## config.mk

```make
export PLATFORM = sky130hd
export DESIGN_NAME = result_arbiter
export DESIGN_NICKNAME = d
export VERILOG_FILES = /design/src/rtl/result_arbiter.sv
export SDC_FILE = /design/constraint.sdc
export NUM_CORES = 1
export LEC_CHECK = 0
export CORE_MARGIN = 2
export CORE_UTILIZATION = 49
export CTS_CLUSTER_DIAMETER = 150
export DETAILED_ROUTE_END_ITERATION = 12
export PLACE_DENSITY = 0.82
export SETUP_SLACK_MARGIN = 0.3
export SYNTH_ARGS = -nofsm -noshare
export SYNTH_HDL_FRONTEND = slang
export SYNTH_SLANG_ARGS = --single-unit
```

## constraint.sdc

```tcl
create_clock -name Engine_CLK -period 3.1 [get_ports Engine_CLK]
set_clock_uncertainty 0.2 [all_clocks]
set_input_delay 0.31 -clock Engine_CLK [delete_from_list [all_inputs] [get_ports Engine_CLK]]
set_output_delay 0.31 -clock Engine_CLK [all_outputs]
set_load 0.05 [all_outputs]
```

## src/rtl/result_arbiter.sv

```systemverilog
// Result arbiter: round-robin collection of finished results from N_ENG engines over a
// shared result bus, written one pixel at a time into the frame buffer.
module result_arbiter #(
    parameter int unsigned N_ENG = 8,
    parameter int unsigned FB_W  = 640,
    parameter int unsigned FB_H  = 480
) (
    input  logic             Engine_CLK,
    input  logic             eRST,
    input  logic [N_ENG-1:0] service_req,
    output logic [N_ENG-1:0] req_ack,
    input  logic [26:0]      res_bus,
    input  logic             fb_ready,
    output logic             fb_we,
    output logic [18:0]      fb_addr,
    output logic [7:0]       fb_data,
    input  logic             frame_start,
    output logic             frame_done,
    output logic             range_err
);

    localparam int unsigned GrantW  = $clog2(N_ENG);
    localparam int unsigned FrameSz = FB_W * FB_H;

    typedef enum logic [1:0] {StIdle, StAck, StWrite, StRelease} state_e;

    state_e             r_state;
    state_e             w_state_next;

    logic [GrantW-1:0]  r_grant;
    logic [GrantW-1:0]  r_last_grant;
    logic [N_ENG-1:0]   r_ack;
    logic [9:0]         r_x;
    logic [8:0]         r_y;
    logic [7:0]         r_iter;
    logic [18:0]        r_pix_cnt;
    logic               r_frame_done;
    logic               r_range_err;

    logic [GrantW-1:0]  w_pick;
    logic [GrantW:0]    w_sum;
    logic [N_ENG-1:0]   w_pick_onehot;
    logic               w_any_req;
    logic               w_in_range;
    logic               w_write_done;
    logic               w_range_fault;
    logic               w_wrap;
    logic [18:0]        w_pix_next;
    logic               w_done_next;

    assign w_any_req  = |service_req;
    assign w_in_range = (32'(r_x) < FB_W) && (32'(r_y) < FB_H);

    // Rotating-priority search: nearest set request after the last grant, with wrap.
    // Walking the offsets from far to near lets the nearest hit overwrite the others.
    always_comb begin
        w_pick = r_last_grant;
        w_sum  = '0;
        for (int k = N_ENG; k >= 1; k--) begin
            w_sum = {1'b0, r_last_grant} + (GrantW + 1)'(k);
            if (w_sum >= (GrantW + 1)'(N_ENG)) begin
                w_sum = w_sum - (GrantW + 1)'(N_ENG);
            end
            if (service_req[w_sum[GrantW-1:0]]) begin
                w_pick = w_sum[GrantW-1:0];
            end
        end
        w_pick_onehot         = '0;
        w_pick_onehot[w_pick] = 1'b1;
    end

    // State register.
    always_ff @(posedge Engine_CLK or posedge eRST) begin
        if (eRST) begin
            r_state <= StIdle;
        end else begin
            r_state <= w_state_next;
        end
    end

    // Next-state logic and frame-buffer strobe.
    always_comb begin
        w_state_next  = r_state;
        fb_we         = 1'b0;
        w_range_fault = 1'b0;
        unique case (r_state)
            StIdle: begin
                if (w_any_req) begin
                    w_state_next = StAck;
                end
            end
            StAck: begin
                w_state_next = StWrite;
            end
            StWrite: begin
                if (!w_in_range) begin
                    // Bad coordinate: drop the pixel without strobing the frame buffer.
                    w_range_fault = 1'b1;
                    w_state_next  = StRelease;
                end else begin
                    fb_we = 1'b1;
                    if (fb_ready) begin
                        w_state_next = StRelease;
                    end
                end
            end
            StRelease: begin
                w_state_next = StIdle;
            end
            default: begin
                w_state_next = StIdle;
            end
        endcase
    end

    // Grant selection, registered one-hot acknowledge and last-grant pointer.
    always_ff @(posedge Engine_CLK or posedge eRST) begin
        if (eRST) begin
            r_grant      <= '0;
            r_last_grant <= GrantW'(N_ENG - 1);
            r_ack        <= '0;
        end else begin
            r_ack <= '0;
            if (r_state == StIdle && w_any_req) begin
                r_grant <= w_pick;
                r_ack   <= w_pick_onehot;
            end
            if (r_state == StAck) begin
                r_last_grant <= r_grant;
            end
        end
    end

    // Capture the granted engine's result at the end of the acknowledge cycle.
    always_ff @(posedge Engine_CLK or posedge eRST) begin
        if (eRST) begin
            r_x    <= '0;
            r_y    <= '0;
            r_iter <= '0;
        end else if (r_state == StAck) begin
            r_x    <= res_bus[26:17];
            r_y    <= res_bus[16:8];
            r_iter <= res_bus[7:0];
        end
    end

    assign w_write_done = fb_we && fb_ready;
    assign w_wrap       = (32'(r_pix_cnt) + 32'd1) == FrameSz;

    // Pixel counter next value; a write coinciding with frame_start counts as the first pixel.
    always_comb begin
        w_pix_next  = r_pix_cnt;
        w_done_next = 1'b0;
        if (frame_start) begin
            w_pix_next = w_write_done ? 19'd1 : 19'd0;
        end else if (w_write_done) begin
            if (w_wrap) begin
                w_pix_next  = '0;
                w_done_next = 1'b1;
            end else begin
                w_pix_next = r_pix_cnt + 19'd1;
            end
        end
    end

    // Pixel counter, frame-done pulse and sticky range error.
    always_ff @(posedge Engine_CLK or posedge eRST) begin
        if (eRST) begin
            r_pix_cnt    <= '0;
            r_frame_done <= 1'b0;
            r_range_err  <= 1'b0;
        end else begin
            r_pix_cnt    <= w_pix_next;
            r_frame_done <= w_done_next;
            if (w_range_fault) begin
                r_range_err <= 1'b1;
            end else if (frame_start) begin
                r_range_err <= 1'b0;
            end
        end
    end

    assign req_ack    = r_ack;
    assign fb_addr    = 19'(r_y) * 19'(FB_W) + 19'(r_x);
    assign fb_data    = r_iter;
    assign frame_done = r_frame_done;
    assign range_err  = r_range_err;

endmodule
```

==> impl_metrics.env, run 1 <==
export IMPL_status="finished with violations"
export IMPL_violated_checks="setup timing"
export IMPL_final_layout_size_suffix_gt1_frac=0.373
export IMPL_ctsRootBufferMaster="clkbuf_8"
export IMPL_nNetsFinal=662
export IMPL_post_synth_top_area_cell="dfrtp_1"
export IMPL_crit_required_ns=2.59
export IMPL_area_growth_syn_to_layout_pct=47.8
export IMPL_cp_data_arrival_time_ns=3.07
export IMPL_setup_slack_ns=-0.484
export IMPL_coreArea_um2=9150
export IMPL_postSynthNetCount=531
export IMPL_cpLargestDelayFamily="simple AND/OR/NAND/NOR gates"
export IMPL_critical_path_reg2reg_endpoint="req_ack[6]$_DFF_PP0_"
export IMPL_synth_top_area_frac=0.334
export IMPL_clock_sink_count=64
export IMPL_clkLatencyLatePin_ns=0.35
export IMPL_synth_top_flop_cell="dfrtp_1"
export IMPL_post_synth_num_cell_types=62
export IMPL_wirelength_um=13500
export IMPL_fmax_mhz=279
export IMPL_rsz0062_at_grt="yes"
export IMPL_asyncSetResetFlopFracSynth=1.00
export IMPL_grt_first_pass_wirelength_um=19700
export IMPL_core_utilization_of_the_finished_layout=0.739
export IMPL_clockBufferDepth=2
export IMPL_drt_iter0_markers=360
export IMPL_dp_hpwl_um=8190
export IMPL_clk_pin_slew_worst_setup_hold_paths_ns=0.08
export IMPL_vias_after_detailed_routing=4274
export IMPL_initial_core_util=0.500
export IMPL_finalHoldViolCount=0
export IMPL_setup_tns_final_ns=-2.04
export IMPL_antenna_found_initial=0
export IMPL_syn_area_cell_um2=9.80
export IMPL_drt_pass1_iterations=5
export IMPL_synth_yosys_warnings=0
export IMPL_cts_htree_levels=3
export IMPL_holdBufCountCts=0
export IMPL_syn_area_um2=4580
export IMPL_cp_start_kind="flop"
export IMPL_number_of_top_level_pins=77
export IMPL_ant_nets=0
export IMPL_place_ws_ns=-0.260
export IMPL_placementRows=35
export IMPL_setup_violations_final=6
export IMPL_critPathLaunch="r_y[3]$_DFFE_PP0N_"
export IMPL_depth_of_the_most_critical_reg_to_reg_path=11
export IMPL_global_route_usage_total=0.242
export IMPL_timing_rr_start="r_last_grant[0]$_DFFE_PP1N_"
export IMPL_cpPeakStageDelay_ns=0.42
export IMPL_floorplan_die_height_um=101
export IMPL_synth_seq_cells=64
export IMPL_post_drt_wl_per_cell_um=18.9
export IMPL_worstPathCellList="ha_4, ha_4, inv_2, fa_2, xor2_2, buf_4, nor4b_4, nor4b_4, nand4_1, nand3b_1, o21a_4, buf_12"
export IMPL_cap_violations=0
export IMPL_timing_critical_path_slowest_stage_cell="dfrtp_1"
export IMPL_criticalPathCategory="flop to output port"
export IMPL_via_count_of_the_first_global_routing_pass=4119
export IMPL_slew_limit_headroom=0.547
export IMPL_cts_tree="done"
export IMPL_min_period_over_period=1.16
export IMPL_diodes=0
export IMPL_r2r_slack_ns=0.12
export IMPL_gp_routability_congestion=0.937
export IMPL_synth_edff_count=0
export IMPL_detail_route_vias_per_cell=5.99
export IMPL_cp_buffers_inverters=3
export IMPL_port_buffer_count=76
export IMPL_cts_buffers_inserted=9
export IMPL_sequential_to_total_area_share_from_yosys_stat=0.351
export IMPL_fin_area_um2=6760
export IMPL_timing_critical_path_depth=12
export IMPL_netlist_instances=467
export IMPL_overall_die_width_um=101
export IMPL_detail_route_drc_violations=0
export IMPL_dpl_cell_area_um2=5880
export IMPL_pin_count_of_the_biggest_net_entering_global_routing=35
export IMPL_top_area_cells_in_the_synthesized_netlist="dfrtp_1 (33%), mux2_2 (8.6%), ha_1 (6.3%), mux4_2 (5.4%), xnor2_1 (3.6%)"
export IMPL_crit_fanout=2
export IMPL_endpoint_kind="output port"
export IMPL_die_area_um2=10100
export IMPL_overflow=0
export IMPL_setup_worst_path_end="fb_addr[18]"
export IMPL_finalCriticalPeriod_ns=3.58
export IMPL_worst_slew_pin_slew_ns=0.679
export IMPL_maxSlewViolCount=0
export IMPL_hp_class="primary input to async pin"
[per-stage QoR]
step                      hold WS [ns]  instances
after floorplan                  0.176        467
after global placement           0.263        666
after detailed placement         0.277        666
after CTS                        0.241        695
after global routing             0.254        714
final                            0.205        714
[registers in the layout, summed over array words and instances, names as in the netlist, 2 cells and up]
signal        flops
fb_data           8
r_grant           3
r_last_grant      3
r_pix_cnt        19
r_state           2
r_x              10
r_y               9
req_ack           8
[cell type report]
class	count	area, um2
inverters	23	98.8
multi-input cells	354	3310
flip-flops and latches	64	1610
fillers	568	2390
clock inverters	6	43.8
clock buffers	10	138
repair buffers	146	1430
well taps	111	139
[worst min-delay path by stage]
| stage | endpoint | slack [ns] | cells after the start |
|---|---|---|---|
| global placement | r_grant[2]$_DFFE_PP0P_ | 0.26 | 2 |
| CTS | r_x[1]$_DFFE_PP0N_ | 0.24 | 2 |
| finish | r_x[1]$_DFFE_PP0N_ | 0.20 | 2 |
| floorplan | r_pix_cnt[16]$_DFFE_PP0P_ | 0.18 | 1 |
| global route | r_x[1]$_DFFE_PP0N_ | 0.25 | 2 |
| detailed placement | r_grant[2]$_DFFE_PP0P_ | 0.28 | 2 |
[kinds of logic after synthesis]
logic type | Yosys count | share of synthesized area
DFF | 64 | 0.351
buffers and inverters | 49 | 0.0517
xor gates and xnor gates | 32 | 0.0612
and+or+nand+nor | 162 | 0.180
AOI/OAI and AO/OA | 79 | 0.122
muxes | 56 | 0.163
adders and majority gates | 25 | 0.0716
[cells in the mapped netlist, types with 3 or more instances]
master	number
nor2b_1	3
nand4_1	8
o22a_1	3
buf_4	8
a21o_1	3
and3_1	6
nor3_2	3
buf_6	3
xor2_1	13
mux4_2	11
inv_1	23
xnor2_1	19
o21ai_0	20
o21a_1	5
nand2_1	37
a21oi_1	16
clkbuf_1	14
nor2_1	32
nand3_1	18
dfrtp_1	61
mux2i_1	9
nor4_1	7
dfstp_2	3
nor3_1	20
nand2b_1	6
ha_1	23
a211oi_1	4
or3_1	7
mux2_2	35
and2_1	4
[layout by cell type, fill, tap and decap left out, types with 5 or more instances in the layout]
master and count:
buf_12 9, nand3_1 18, o21ai_0 18, mux2_2 34, mux2i_1 5, nor3_1 13, nor2_1 27, mux4_2 11
xnor2_4 5, clkdlybuf4s50_1 64, buf_4 60, ha_1 15, ha_4 5, nor4_1 6, a21oi_1 14, nand4_1 8
xor2_1 10, and3_1 6, xnor2_1 10, nand2_1 32, nor3_2 7, inv_1 18, dfrtp_1 60, buf_6 9
clkbuf_8 10, or3_1 5
[metal layers]
layer  track usage  vias up  part of all wire
met5             0        -                 0
met4        0.0748        0             0.035
met3        0.0374       44             0.056
met2         0.429      202              0.51
met1         0.305     2074              0.40
li1              -     1954                 -
[repair_timing]
action	4_1_cts	5_1_grt
pin swaps	16	23
setup endpoints to repair	20	25
resized for setup	41	48
setup buffers	13	19
Power of run 1 is left out: the tool's default activity adds up to more than one toggle a clock period on the data nets, which glitch-free logic cannot reach.
==> inputs of run 2 (changes only) <==
- CAP_MARGIN: default -> 20
- CORE_UTILIZATION: 49 -> 60
- CTS_BUF_LIST: default -> sky130_fd_sc_hd__clkbuf_4
- PLACE_DENSITY: 0.82 -> 0.94
- clock period: 3.1 -> 4.6 ns (I/O delays scaled with it)
==> run 2 against run 1 <==
Net effect:
- the flow now finishes without violations
- register-to-register slack gained 0.82 ns
- die area decreased by 18%
- via count fell by 8.0%
- critical endpoint is now fb_addr[17]
- highest routed layer unchanged
- first-iteration DRC count decreased by 23%
- worst setup slack improved by 0.90 ns
- critical path depth did not move
- count of clock-buffer cells in the layout fell by 1
- largest cell class unchanged
==> impl_metrics.env, run 2 (synthesis results as in run 1) <==
export IMPL_status="finished, final reports clean"
export IMPL_cts_tree="done"
export IMPL_critical_path_reg2reg_endpoint="req_ack[7]$_DFF_PP0_"
export IMPL_post_drt_wl_per_cell_um=17.6
export IMPL_setup_violations_final=0
export IMPL_fmax_mhz=239
export IMPL_fillerInstances=481
export IMPL_drt_iter0_markers=279
export IMPL_clock_sink_count=64
export IMPL_area_growth_syn_to_layout_pct=21.0
export IMPL_dp_cells=618
export IMPL_ff_latch_area_um2=1610
export IMPL_endpoint_kind="output port"
export IMPL_finalHoldViolCount=0
export IMPL_dp_hpwl_um=8060
export IMPL_initial_core_util=0.624
export IMPL_crit_required_ns=3.94
export IMPL_cts_htree_levels=3
export IMPL_port_buffer_count=76
export IMPL_multiInputGateArea_um2=2780
export IMPL_vias_after_detailed_routing=3931
export IMPL_ctsRootBufferMaster="clkbuf_4"
export IMPL_cap_violations=0
export IMPL_final_common_cell="clkdlybuf4s50_1"
export IMPL_detail_route_drc_violations=0
export IMPL_via_count_of_the_first_global_routing_pass=3942
export IMPL_holdBufCountCts=0
export IMPL_global_route_usage_total=0.273
export IMPL_floorplan_die_height_um=91.3
export IMPL_hp_class="primary input to async pin"
export IMPL_wirelength_um=11200
export IMPL_number_of_top_level_pins=77
export IMPL_mostFrequentLayoutCells="clkdlybuf4s50_1 (71), dfrtp_1 (61), nand2_1 (37), mux2_2 (35), nor2_1 (32)"
export IMPL_crit_fanout=3
export IMPL_nNetsFinal=595
export IMPL_placementRows=31
export IMPL_detail_route_vias_per_cell=6.19
export IMPL_cp_data_arrival_time_ns=3.52
export IMPL_finalCriticalPeriod_ns=4.18
export IMPL_antenna_found_initial=0
export IMPL_die_area_um2=8340
export IMPL_coreArea_um2=7330
export IMPL_largest_reg_flops=19
export IMPL_overflow=0
export IMPL_worst_slew_pin_slew_ns=0.888
export IMPL_clk_pin_slew_worst_setup_hold_paths_ns=0.13
export IMPL_final_layout_size_suffix_gt1_frac=0.166
export IMPL_ant_nets=0
export IMPL_final_cell_count_no_fill=635
export IMPL_setup_tns_final_ns=0
export IMPL_diodes=0
export IMPL_min_period_over_period=0.909
export IMPL_pin_count_of_the_biggest_net_entering_global_routing=44
export IMPL_maxSlewViolCount=0
export IMPL_grt_first_pass_wirelength_um=18400
export IMPL_timing_rr_start="r_last_grant[1]$_DFFE_PP1N_"
export IMPL_clockBufferDepth=2
export IMPL_criticalPathCategory="flop to output port"
export IMPL_register_bank_with_the_most_flops="r_pix_cnt"
export IMPL_depth_of_the_most_critical_reg_to_reg_path=9
export IMPL_gp_routability_congestion=0.899
export IMPL_clkLatencyLatePin_ns=0.43
export IMPL_rsz0062_at_grt="no"
export IMPL_layout_top_registers="r_pix_cnt: 19 flops, r_x: 10 flops, r_y: 9 flops"
export IMPL_cp_start_kind="flop"
export IMPL_r2r_slack_ns=0.94
export IMPL_cts_buffers_inserted=9
export IMPL_overall_die_width_um=91.3
export IMPL_slew_limit_headroom=0.407
export IMPL_drt_pass1_iterations=5
==> run 2: changes by cell type in the layout (fill, tap and decap cells not counted), moves of 7 or more <==
cell	before	now
buf_12	9	0
buf_4	60	3
buf_6	9	0
clkbuf_4	0	9
clkbuf_8	10	0
clkdlybuf4s50_1	64	71
ha_1	15	23
nor3_1	13	20
xnor2_1	10	19
==> run 2: critical path: stages (launching register included) <==
cell and delay [ns]:
dfrtp_1 0.43, ha_1 0.29, ha_1 0.16, inv_1 0.05, fa_1 0.40, nor2b_1 0.16, o21ai_0 0.17, nor3b_1 0.23
nor4_2 0.36, nand4_1 0.18, xnor2_1 0.23, xnor2_1 0.14, clkbuf_2 0.29
==> run 2: worst max path at each step <==
stage / slack (ns) / cells after the start / startpoint / to
floorplan: 0.69 / 9 / r_y[1]$_DFFE_PP0N_ / fb_addr[17]
global placement: 0.46 / 12 / r_y[1]$_DFFE_PP0N_ / fb_addr[17]
detailed placement: 0.19 / 12 / r_y[1]$_DFFE_PP0N_ / fb_addr[17]
CTS: 0.11 / 10 / r_y[1]$_DFFE_PP0N_ / fb_addr[17]
global route: 0.28 / 12 / r_y[1]$_DFFE_PP0N_ / fb_addr[17]
finish: 0.42 / 12 / r_y[1]$_DFFE_PP0N_ / fb_addr[17]
==> run 2: what timing repair did <==
action	CTS	global route
resized for setup	8	12
buffers inserted	0	1
pin swaps	0	1
endpoints found under the setup margin	4	5
hold endpoints to repair	0	0
==> run 2: final cells by class <==
| type | count | share of cell area |
|---|---|---|
| well taps | 99 | 0.0224 |
| repair buffers | 79 | 0.140 |
| clock inverters | 7 | 0.0185 |
| clock buffers | 9 | 0.0122 |
| multi-input cells | 354 | 0.501 |
| flip-flops and latches | 64 | 0.290 |
| inverters | 23 | 0.0156 |
==> run 2: per-stage QoR <==
stage | setup slack (ns) | hold slack (ns) | util | area [um2]
finish | 0.418 | 0.315 | 0.755 | 5540
global route | 0.280 | 0.332 | 0.755 | 5540
floorplan | 0.694 | 0.244 | - | 4580
detailed placement | 0.194 | 0.270 | 0.727 | 5330
CTS | 0.112 | 0.294 | 0.750 | 5500
global placement | 0.461 | 0.257 | 0.727 | 5330
==> run 2: per-layer routing <==
layer,vias to the layer above,GRT usage,share of wire
li1,1819,-,-
met2,140,0.472,0.53
met1,1942,0.330,0.41
met3,30,0.0398,0.038
met5,-,0,0
met4,0,0.144,0.026
Power of run 2 is left out for the same reason.
